--- src/rtl/camera_capture_ctrl_pkg.sv ---
// cam_pkg: shared capture-pipeline state type and default frame geometry.
package cam_pkg;
    localparam int DEF_FRAME_PIXELS = 76800;
    localparam int DEF_ADDR_W = 17;
    typedef enum logic [2:0] {CONFIG, SETTLE, IDLE, ARMED, CAPTURE, ERROR} cam_state_t;
endpackage

--- src/rtl/camera_capture_ctrl_if.sv ---
// camera_capture_ctrl_if: sensor, pixel-stream and frame-buffer signals of the capture sequencer.
interface camera_capture_ctrl_if import cam_pkg::*; #(
    parameter int ADDR_W = DEF_ADDR_W
);
    logic cap_req, cap_continuous, sccb_done, pix_valid, frame_done;
    logic [7:0] pix_data;
    logic cam_start, fb_we, busy, cfg_ok, frame_ready, err_short, err_long, err_timeout;
    logic [ADDR_W-1:0] fb_addr;
    logic [7:0] fb_data;
    modport slave (
        input  cap_req, cap_continuous, sccb_done, pix_valid, pix_data, frame_done,
        output cam_start, fb_we, fb_addr, fb_data, busy, cfg_ok, frame_ready,
               err_short, err_long, err_timeout
    );
    modport master (
        output cap_req, cap_continuous, sccb_done, pix_valid, pix_data, frame_done,
        input  cam_start, fb_we, fb_addr, fb_data, busy, cfg_ok, frame_ready,
               err_short, err_long, err_timeout
    );
endinterface

--- src/rtl/camera_capture_ctrl_fb_writer.sv ---
// cam_fb_writer: pixel counter, registered frame-buffer write port and frame length checking.
module cam_fb_writer import cam_pkg::*; #(
    parameter int FRAME_PIXELS = DEF_FRAME_PIXELS,
    parameter int ADDR_W       = DEF_ADDR_W
) (
    input  logic              clk25,
    input  logic              rst,
    input  logic              i_en,
    input  logic              i_err_clr,
    input  logic              i_pix_valid,
    input  logic [7:0]        i_pix_data,
    input  logic              i_frame_done,
    output logic              o_we,
    output logic [ADDR_W-1:0] o_addr,
    output logic [7:0]        o_data,
    output logic              o_ready,
    output logic              o_err_short,
    output logic              o_err_long
);
    localparam logic [ADDR_W:0] FULL = (ADDR_W + 1)'(FRAME_PIXELS);
    logic [ADDR_W:0] r_cnt, w_cnt_nx;
    logic r_ovf, w_take, w_over, w_ovf_nx, w_end;
    // A pixel coincident with frame_done is counted before the length check.
    always_comb begin
        w_take   = i_en && i_pix_valid && r_cnt < FULL;
        w_over   = i_en && i_pix_valid && r_cnt == FULL;
        w_end    = i_en && i_frame_done;
        w_cnt_nx = r_cnt + (ADDR_W + 1)'(w_take);
        w_ovf_nx = r_ovf || w_over;
    end
    always_ff @(posedge clk25 or posedge rst) begin
        if (rst) begin
            o_we        <= 1'b0;
            o_addr      <= '0;
            o_data      <= '0;
            o_ready     <= 1'b0;
            o_err_short <= 1'b0;
            o_err_long  <= 1'b0;
            r_cnt       <= '0;
            r_ovf       <= 1'b0;
        end else begin
            o_we        <= w_take;
            o_addr      <= w_take ? r_cnt[ADDR_W-1:0] : o_addr;
            o_data      <= w_take ? i_pix_data : o_data;
            o_ready     <= w_end && w_cnt_nx == FULL && !w_ovf_nx;
            o_err_short <= !i_err_clr && (o_err_short || (w_end && w_cnt_nx < FULL));
            o_err_long  <= !i_err_clr && (o_err_long || w_over);
            r_cnt       <= (!i_en || i_frame_done) ? '0 : w_cnt_nx;
            r_ovf       <= i_en && !i_frame_done && w_ovf_nx;
        end
    end
endmodule

--- src/rtl/camera_capture_ctrl.sv ---
// camera_capture_ctrl: sensor bring-up, settle-frame skipping and single/continuous frame capture sequencing.
module camera_capture_ctrl import cam_pkg::*; #(
    parameter int FRAME_PIXELS = DEF_FRAME_PIXELS,
    parameter int ADDR_W       = DEF_ADDR_W,
    parameter int SKIP_FRAMES  = 2,
    parameter int CFG_TIMEOUT  = 1048576
) (
    input logic                  clk25,
    input logic                  rst,
    camera_capture_ctrl_if.slave cam
);
    localparam int TMO_W = $clog2(CFG_TIMEOUT + 1);
    localparam int SKP_W = $clog2(SKIP_FRAMES + 2);
    localparam logic [TMO_W-1:0] TMO_LAST = TMO_W'(CFG_TIMEOUT - 1);
    localparam logic [SKP_W-1:0] SKP_LAST = SKP_W'(SKIP_FRAMES > 0 ? SKIP_FRAMES - 1 : 0);
    cam_state_t r_state, w_next;
    logic [TMO_W-1:0] r_tmo;
    logic [SKP_W-1:0] r_skip;
    logic r_cam_start, w_accept, w_settled;
    always_comb begin
        w_next    = r_state;
        w_settled = SKIP_FRAMES == 0 || (cam.frame_done && r_skip == SKP_LAST);
        w_accept  = r_state == IDLE && cam.cap_req;
        case (r_state)
            CONFIG:  w_next = cam.sccb_done ? SETTLE : (r_tmo == TMO_LAST ? ERROR : CONFIG);
            SETTLE:  w_next = w_settled ? IDLE : SETTLE;
            IDLE:    w_next = cam.cap_req ? ARMED : IDLE;
            ARMED:   w_next = cam.frame_done ? CAPTURE : ARMED;
            CAPTURE: w_next = (cam.frame_done && !cam.cap_continuous) ? IDLE : CAPTURE;
            default: w_next = ERROR;
        endcase
    end
    always_ff @(posedge clk25 or posedge rst) begin
        if (rst) begin
            r_state     <= CONFIG;
            r_tmo       <= '0;
            r_skip      <= '0;
            r_cam_start <= 1'b0;
        end else begin
            r_state     <= w_next;
            r_tmo       <= r_state == CONFIG ? r_tmo + TMO_W'(1) : '0;
            r_skip      <= r_state == SETTLE ? r_skip + SKP_W'(cam.frame_done) : '0;
            r_cam_start <= w_next != ERROR;
        end
    end
    assign cam.cam_start   = r_cam_start;
    assign cam.busy        = r_state inside {ARMED, CAPTURE};
    assign cam.cfg_ok      = r_state inside {IDLE, ARMED, CAPTURE};
    assign cam.err_timeout = r_state == ERROR;
    cam_fb_writer #(.FRAME_PIXELS(FRAME_PIXELS), .ADDR_W(ADDR_W)) u_writer (
        .clk25       (clk25),
        .rst         (rst),
        .i_en        (r_state == CAPTURE),
        .i_err_clr   (w_accept),
        .i_pix_valid (cam.pix_valid),
        .i_pix_data  (cam.pix_data),
        .i_frame_done(cam.frame_done),
        .o_we        (cam.fb_we),
        .o_addr      (cam.fb_addr),
        .o_data      (cam.fb_data),
        .o_ready     (cam.frame_ready),
        .o_err_short (cam.err_short),
        .o_err_long  (cam.err_long)
    );
endmodule

--- src/flat_wrapper.sv ---
// flat-port wrapper written by rule: the top's interface ports become plain ports
module camera_capture_ctrl_flat import cam_pkg::*;
#(
    parameter int FRAME_PIXELS = DEF_FRAME_PIXELS,
    parameter int ADDR_W       = DEF_ADDR_W,
    parameter int SKIP_FRAMES  = 2,
    parameter int CFG_TIMEOUT  = 1048576
)
  (clk25, rst, cam_cap_req, cam_cap_continuous, cam_sccb_done, cam_pix_valid, cam_pix_data, cam_frame_done, cam_cam_start, cam_fb_we, cam_fb_addr, cam_fb_data, cam_busy, cam_cfg_ok, cam_frame_ready, cam_err_short, cam_err_long, cam_err_timeout);
  camera_capture_ctrl_if #(.ADDR_W(ADDR_W)) cam_i ();
  input logic clk25;
  input logic rst;
  input wire logic [$bits(cam_i.cap_req)-1:0] cam_cap_req;
  input wire logic [$bits(cam_i.cap_continuous)-1:0] cam_cap_continuous;
  input wire logic [$bits(cam_i.sccb_done)-1:0] cam_sccb_done;
  input wire logic [$bits(cam_i.pix_valid)-1:0] cam_pix_valid;
  input wire logic [$bits(cam_i.pix_data)-1:0] cam_pix_data;
  input wire logic [$bits(cam_i.frame_done)-1:0] cam_frame_done;
  output wire logic [$bits(cam_i.cam_start)-1:0] cam_cam_start;
  output wire logic [$bits(cam_i.fb_we)-1:0] cam_fb_we;
  output wire logic [$bits(cam_i.fb_addr)-1:0] cam_fb_addr;
  output wire logic [$bits(cam_i.fb_data)-1:0] cam_fb_data;
  output wire logic [$bits(cam_i.busy)-1:0] cam_busy;
  output wire logic [$bits(cam_i.cfg_ok)-1:0] cam_cfg_ok;
  output wire logic [$bits(cam_i.frame_ready)-1:0] cam_frame_ready;
  output wire logic [$bits(cam_i.err_short)-1:0] cam_err_short;
  output wire logic [$bits(cam_i.err_long)-1:0] cam_err_long;
  output wire logic [$bits(cam_i.err_timeout)-1:0] cam_err_timeout;
  assign cam_i.cap_req = cam_cap_req;
  assign cam_i.cap_continuous = cam_cap_continuous;
  assign cam_i.sccb_done = cam_sccb_done;
  assign cam_i.pix_valid = cam_pix_valid;
  assign cam_i.pix_data = cam_pix_data;
  assign cam_i.frame_done = cam_frame_done;
  assign cam_cam_start = cam_i.cam_start;
  assign cam_fb_we = cam_i.fb_we;
  assign cam_fb_addr = cam_i.fb_addr;
  assign cam_fb_data = cam_i.fb_data;
  assign cam_busy = cam_i.busy;
  assign cam_cfg_ok = cam_i.cfg_ok;
  assign cam_frame_ready = cam_i.frame_ready;
  assign cam_err_short = cam_i.err_short;
  assign cam_err_long = cam_i.err_long;
  assign cam_err_timeout = cam_i.err_timeout;
  camera_capture_ctrl #(.FRAME_PIXELS(FRAME_PIXELS), .ADDR_W(ADDR_W), .SKIP_FRAMES(SKIP_FRAMES), .CFG_TIMEOUT(CFG_TIMEOUT)) u_core (.clk25(clk25), .rst(rst), .cam(cam_i));
endmodule
--- config.mk ---
export PLATFORM = sky130hd
export DESIGN_NAME = camera_capture_ctrl_flat
export DESIGN_NICKNAME = d
export VERILOG_FILES = /design/src/rtl/camera_capture_ctrl_pkg.sv /design/src/rtl/camera_capture_ctrl_if.sv /design/src/rtl/camera_capture_ctrl_fb_writer.sv /design/src/rtl/camera_capture_ctrl.sv /design/src/flat_wrapper.sv
export SDC_FILE = /design/constraint.sdc
export NUM_CORES = 1
export LEC_CHECK = 0
export BUFFER_PORTS_ARGS = -buffer_cell sky130_fd_sc_hd__clkbuf_2
export CAP_MARGIN = 20
export CORE_ASPECT_RATIO = 0.75
export CORE_MARGIN = 2
export CORE_UTILIZATION = 50
export CTS_CLUSTER_SIZE = 25
export DETAILED_ROUTE_END_ITERATION = 7
export PLACE_DENSITY = 0.77
export SYNTH_ARGS = -nofsm -noshare
export SYNTH_HDL_FRONTEND = slang
export SYNTH_SLANG_ARGS = --single-unit
--- constraint.sdc ---
create_clock -name clk25 -period 4.25 [get_ports clk25]
set_clock_uncertainty 0.2 [all_clocks]
set_input_delay 0.6375 -clock clk25 [delete_from_list [all_inputs] [get_ports clk25]]
set_output_delay 0.6375 -clock clk25 [all_outputs]
set_load 0.01 [all_outputs]
After elaboration in Yosys (flattened, before gate mapping)
Cells that the tools add are included.

storage, ports and cells
  flip-flop bits (word level) = 75
  output and inout port bits = 33
  word-level logic and storage cells = 63

operators by class
  add/subtract/negate cells = 3
  magnitude comparators = 2
  equal/unequal tests = 10
  mux-type cells = 10
  reduce and logical (&&, ||, !) cells = 26

operator list
  cell                                                                            number
  18-bit by 17-bit equality test with 1-bit output, second input constant         2
  18-bit by 17-bit less-than comparator with 1-bit output, second input constant  2
  21-bit by 1-bit adder with 21-bit output, second input constant                 1
  21-bit by 20-bit equality test with 1-bit output, second input constant         1
  21-bit 2-to-1 mux                                                               1
  18-bit by 1-bit adder with 18-bit output                                        1
  18-bit 2-to-1 mux                                                               1
  3-bit one-hot mux with 5 select lines                                           1
  1-bit logical AND                                                               14
  3-bit 2-to-1 mux                                                                4
  3-bit by 2-bit equality test with 1-bit output, second input constant           2
  3-bit equality test, second input constant                                      2
  1-bit zero test                                                                 5
  1-bit logical OR                                                                4
  2-bit 2-to-1 mux                                                                2
  3-bit by 1-bit equality test with 1-bit output, second input constant           1
  3-bit zero test                                                                 1
  3-bit != test, second input constant                                            1
  3-bit nonzero test                                                              1
  2-bit by 1-bit adder with 2-bit output                                          1
  2-bit by 1-bit equality test with 1-bit output, second input constant           1
  2-bit nonzero test                                                              1
  1-bit 2-to-1 mux                                                                1

Logic depth before layout (Yosys ltp)
  depth after elaboration = 8
  gate-level depth with buffers = 15

By module
From an unflattened synthesis, not the netlist that was laid out.

unflattened totals
  cells, all modules = 351
  area total of the unflattened synthesis = 3649.8 um^2

by module, submodules not included
  module               times used  cells an instance  area an instance (um^2)  seq. area each (um^2)
  cam_fb_writer        1           204                2253.4                   1201.2
  camera_capture_ctrl  1           147                1396.3                   675.6

Worst setup path before layout
Ideal clock, no wire load.

  path type = reg-to-reg
  start point = register u_core.r_state[2]
  end point = register u_core.u_writer.o_ready
  library setup time = 0.120 ns
  arrival time = 3.008 ns
  required time = 3.930 ns
  path slack = 0.922 ns
  stages on the path, launching flop included = 15
  path buffers = 3
  clock period less this slack = 3.328 ns
  path through = dfrtp_1 > nor3b_1 > nand3b_1 > a21oi_2 > buf_6 > ha_1 > ha_1 > buf_2 > and4_1 > buf_2 > nand4_1 > and2_1 > nor3_1 > a21oi_1 > and4_1

on the way
  longest elaborated chain between the ends = 7

ends and longest elaborated chain
  what                                              RTL line                             text
  start, declared                                   camera_capture_ctrl.sv:16            cam_state_t r_state, w_next;
  start signal, assigned                            camera_capture_ctrl.sv:40            r_state <= w_next;
  3-bit equality test                               camera_capture_ctrl.sv:53            .i_en (r_state == CAPTURE),
  1-bit logical AND (2 in series)                   camera_capture_ctrl_fb_writer.sv:25  w_take = i_en && i_pix_valid && r_cnt < FULL;
  named net u_core.u_writer.w_take                  camera_capture_ctrl_fb_writer.sv:22  logic r_ovf, w_take, w_over, w_ovf_nx, w_end;
  18-bit by 1-bit adder with 18-bit output          camera_capture_ctrl_fb_writer.sv:28  w_cnt_nx = r_cnt + (ADDR_W + 1)'(w_take);
  18-bit by 17-bit equality test with 1-bit output  camera_capture_ctrl_fb_writer.sv:45  o_ready <= w_end && w_cnt_nx == FULL && !w_ovf_nx;
  1-bit logical AND (2 in series)                   camera_capture_ctrl_fb_writer.sv:45
  end signal, assigned                              camera_capture_ctrl_fb_writer.sv:45
  end, declared                                     camera_capture_ctrl_fb_writer.sv:16  output logic o_ready,

The timed path passes the listed nets, and every way through them passes these cells.
A chain may end at the register's enable or synchronous reset.

Worst setup path in the final report
  start point = register u_core.r_state[0]
  end point = register u_core.u_writer.o_ready

on the way
  longest elaborated chain between the ends = 7

ends and longest elaborated chain
  what                                              RTL line
  3-bit equality test (*)                           camera_capture_ctrl.sv:53
  1-bit logical AND                                 camera_capture_ctrl_fb_writer.sv:25, camera_capture_ctrl_fb_writer.sv:26
  1-bit logical AND                                 camera_capture_ctrl_fb_writer.sv:25
  18-bit by 1-bit adder with 18-bit output          camera_capture_ctrl_fb_writer.sv:28
  18-bit by 17-bit equality test with 1-bit output  camera_capture_ctrl_fb_writer.sv:45
  1-bit logical AND                                 camera_capture_ctrl_fb_writer.sv:45
  1-bit logical AND (*)                             camera_capture_ctrl_fb_writer.sv:45

Every way passes the cells marked *; elsewhere a longest branch is shown, timed or not.

==> results.md <==
- Run status: complete, no violations
- HPWL after DPL: 5095 um
- WP data arrival: 3.83 ns
- Initial antenna violation count: 0
- Die Footprint: 7972 um2
- Crit path from: u_core.r_state[0]
- Worst skew pair latency: 0.35 ns
- CP max FO: 13
- Synth Warn #: 0
- P_sw: 498.3 uW
- Total power: 1.735 mW
- Ys async rst share: 100.0%
- CTS Buffer Depth: 2
- GPL Wtd Cong: 0.8628
- PortBufs: 47
- Crit Path Class: flop to flop
- First-pass GRT wire length: 12110 um
- Syn nets: 370
- Clk slew on worst S/H paths: 0.07 ns
- Post-DRT Antenna Nets: 0
- Main flop type after synthesis: dfrtp_1
- PwrDens: 417.5 nW/um2
- Core footprint: 6929 um2
- Number of synthesized flops with an enable pin: 0
- Critical-path cell list: nor3b_1 -> nand3b_1 -> a21oi_2 -> ha_1 -> ha_1 -> and4_1 -> nand4_1 -> nor2_1 -> xnor2_1 -> nor4_1 -> and4_1
- Area Overhead vs Synth: 14.36%
- Setup TNS: 0 ns
- Fill count: 607
- Gr usage total: 19.63%
- Sw Share: 28.72%
- Starting Density: 52.44%
- Cell count after synthesis: 351
- Site row count: 26
- DP Worst Slack: 0.6010 ns
- Post-synthesis cell type count: 47
- Crit path time final: 3.748 ns
- Clock share of power: 32.0%
- #FFs+latches synth: 75
- RSZ-0062 raised after global routing: false
- Cell Int Power: 1.237 mW
- FF-to-FF End: u_core.u_writer.o_ready
- Vias in the first global route: 2509
- CP max stage cell: dfrtp_1
- DR vias/cell: 5.560
- Sequential area share after synthesis: 51.65%
- Hold/Removal Path Class: flop to flop
- Final period utilization: 88.19%
- # IOs: 48
- R2R Setup Slk: 0.50 ns
- RR Startpoint: u_core.r_state[0]
- Placement Cell Area: 3925 um2
- CP startpoint kind: flop
- Share of layout cells above drive strength 1: 24.50%
- Initial DRC Count: 182
- FF/Latch Area: 1877 um2
- Total of max-cap violations: 0
- Die height: 77.83 um
- Worst path required time: 4.34 ns
- Final hold vios: 0
- Root Driver: clkbuf_8
- Routed length per placed instance: 14.48 um
- Max Slew Vio Count: 0
- Synth top area share: 51.65%
- Largest net degree at the start of global routing: 50
- Syn Std Cell Area: 3633 um2
- Vias after detailed routing: 2769
- Clock sink count: 75
- Final #Nets: 416
- Max VDD drop: 0.0002725 V
- Area leader, netlist: dfrtp_1
- Post-CTS Resized: 0
- Final setup fails: 0
- R2r worst-path depth: 11
- Synth Area per Inst: 10.35 um2
- Postcts setup bufs: 0
- Area occupied by multi-input gates: 1634 um2
- Combinational share of power: 19.2%
- Area contributors post-synth: dfrtp_1 (52%), mux2_2 (7.7%), nor2_1 (5.6%)
- Worst setup endpoint: u_core.u_writer.o_ready
- H-tree Lvls: 3
- Max Fclk: 266.8 MHz
- Chip width: 102.4 um
- Antenna cell count: 0
- CTS tree: built
- Slew of the pin with the lowest slew margin: 0.7681 ns
- Crit path capture type: flop
- GRT overflow: 0
- Final instance area: 4155 um2
- Inserted Clock Buffers: 9
- Slew margin rel.: 48.79%
- Final wirelength: 7209 um
- Sequential fraction of design power: 48.8%
- Drt pass-1 iters: 4
- Worst Slack Setup Final: 0.5021 ns
- Slowest stage delay, CP: 0.50 ns
- LEAKAGE: 1.901 nW
- DRC viols: 0
[power groups by stage]
stage          Combinational [mW]  Sequential, mW  Clock [mW]
4_1_cts                     0.333           0.846       0.570
3_5_place_dp                0.332           0.858           0
5_1_grt                     0.366           0.859       0.601
6_report                    0.333           0.847       0.556
2_1_floorplan               0.224           0.857           0
3_3_place_gp                0.323           0.852           0
[stage by stage]
| step | utilization, % | hold slack (ns) | instances |
|---|---|---|---|
| 2_1_floorplan | - | 0.2758 | 351 |
| 3_3_place_gp | 56.65 | 0.2885 | 482 |
| 3_5_place_dp | 56.65 | 0.2947 | 482 |
| 4_1_cts | 59.53 | 0.3064 | 496 |
| 5_1_grt | 59.97 | 0.3067 | 498 |
| 6_report | 59.97 | 0.3061 | 498 |
[placed cells by master, fill, tap and decap left out, types with 6 or more instances in the layout]
master / Yosys / final
mux2_2: 25 / 25
nor3_1: 6 / 6
and4_1: 6 / 6
dfrtp_1: 75 / 75
nor2_1: 54 / 54
xnor2_1: 15 / 15
clkbuf_2: 0 / 47
and3_1: 7 / 7
nand2_1: 23 / 23
o21ai_0: 9 / 9
nand4_1: 11 / 11
clkbuf_8: 0 / 12
a21oi_1: 6 / 6
xor2_1: 18 / 18
nand3_1: 13 / 13
inv_1: 9 / 8
[state kept, by name, summed over array words and instances, names as in the netlist]
name,cells
u_core.u_writer.r_cnt,18
u_core.u_writer.o_err_short,1
u_core.r_state,3
u_core.cam.cam_start,1
u_core.u_writer.o_we,1
u_core.u_writer.o_addr,17
u_core.r_skip,2
u_core.u_writer.r_ovf,1
u_core.u_writer.o_data,8
u_core.r_tmo,21
u_core.u_writer.o_err_long,1
u_core.u_writer.o_ready,1
[cells in the mapped netlist, types with 7 or more instances]
cell type	count
nor2_1	54
nand2_1	23
nand3_1	13
dfrtp_1	75
inv_1	9
nand4_1	11
o21ai_0	9
clkbuf_1	9
xnor2_1	15
and3_1	7
xor2_1	18
mux2_2	25
[cells by family (layout without fill, tap and decap cells)]
| family | count (synthesis) | count (layout) | share of synthesized area [%] |
|---|---|---|---|
| simple gates | 153 | 153 | 21.62 |
| buf+inv | 26 | 75 | 3.374 |
| compound gates | 35 | 35 | 6.267 |
| mux | 25 | 25 | 7.748 |
| flops | 75 | 75 | 51.65 |
| xor+xnor | 33 | 33 | 7.955 |
| fa+ha+maj | 4 | 4 | 1.377 |
[critical path, delay by kind of cell, from the launching register on]
family                     cells  cell delay (ns)
and+or+nand+nor                7             2.01
adders and majority gates      2             0.65
xor gates and xnor gates       1             0.12
DFF                            1             0.50
AOI/OAI and AO/OA              1             0.20
[per-layer routing]
metal  part of all wire [%]  track usage, %  vias up
li1                       -               -     1308
met1                     49           29.32     1365
met2                     43           26.93       82
met3                    5.5           6.126       14
met4                    1.8           6.533        0
met5                      0               0        -
[timing repair]
| item | in CTS | in global routing |
|---|---|---|
| hold buffers | 0 | 1 |
| hold endpoints to repair | 0 | 8 |
| setup endpoints to repair | 0 | 0 |
[worst min-delay path by stage]
stage / start / endpoint / slack [ns] / cells after the start
finish: u_core.u_writer.o_addr[16] / u_core.u_writer.o_addr[16] / 0.31 / 1
global route: cam_pix_data[5] / u_core.u_writer.o_data[5] / 0.31 / 2
CTS: cam_pix_data[2] / u_core.u_writer.o_data[2] / 0.31 / 2
detailed placement: u_core.u_writer.o_data[1] / u_core.u_writer.o_data[1] / 0.29 / 1
global placement: u_core.u_writer.o_addr[15] / u_core.u_writer.o_addr[15] / 0.29 / 1
floorplan: u_core.r_tmo[0] / u_core.r_tmo[0] / 0.28 / 1
[cell type report]
| cell class | instances | share of cell area, % |
|---|---|---|
| Multi-Input combinational cell | 250 | 39.33 |
| Sequential cell | 75 | 45.17 |
| Clock inverter | 2 | 0.8431 |
| Inverter | 9 | 0.8130 |
| Clock buffer | 12 | 3.975 |
| Timing Repair Buffer | 52 | 6.926 |
| Tap cell | 98 | 2.951 |
(Power assumes the default switching activity.)
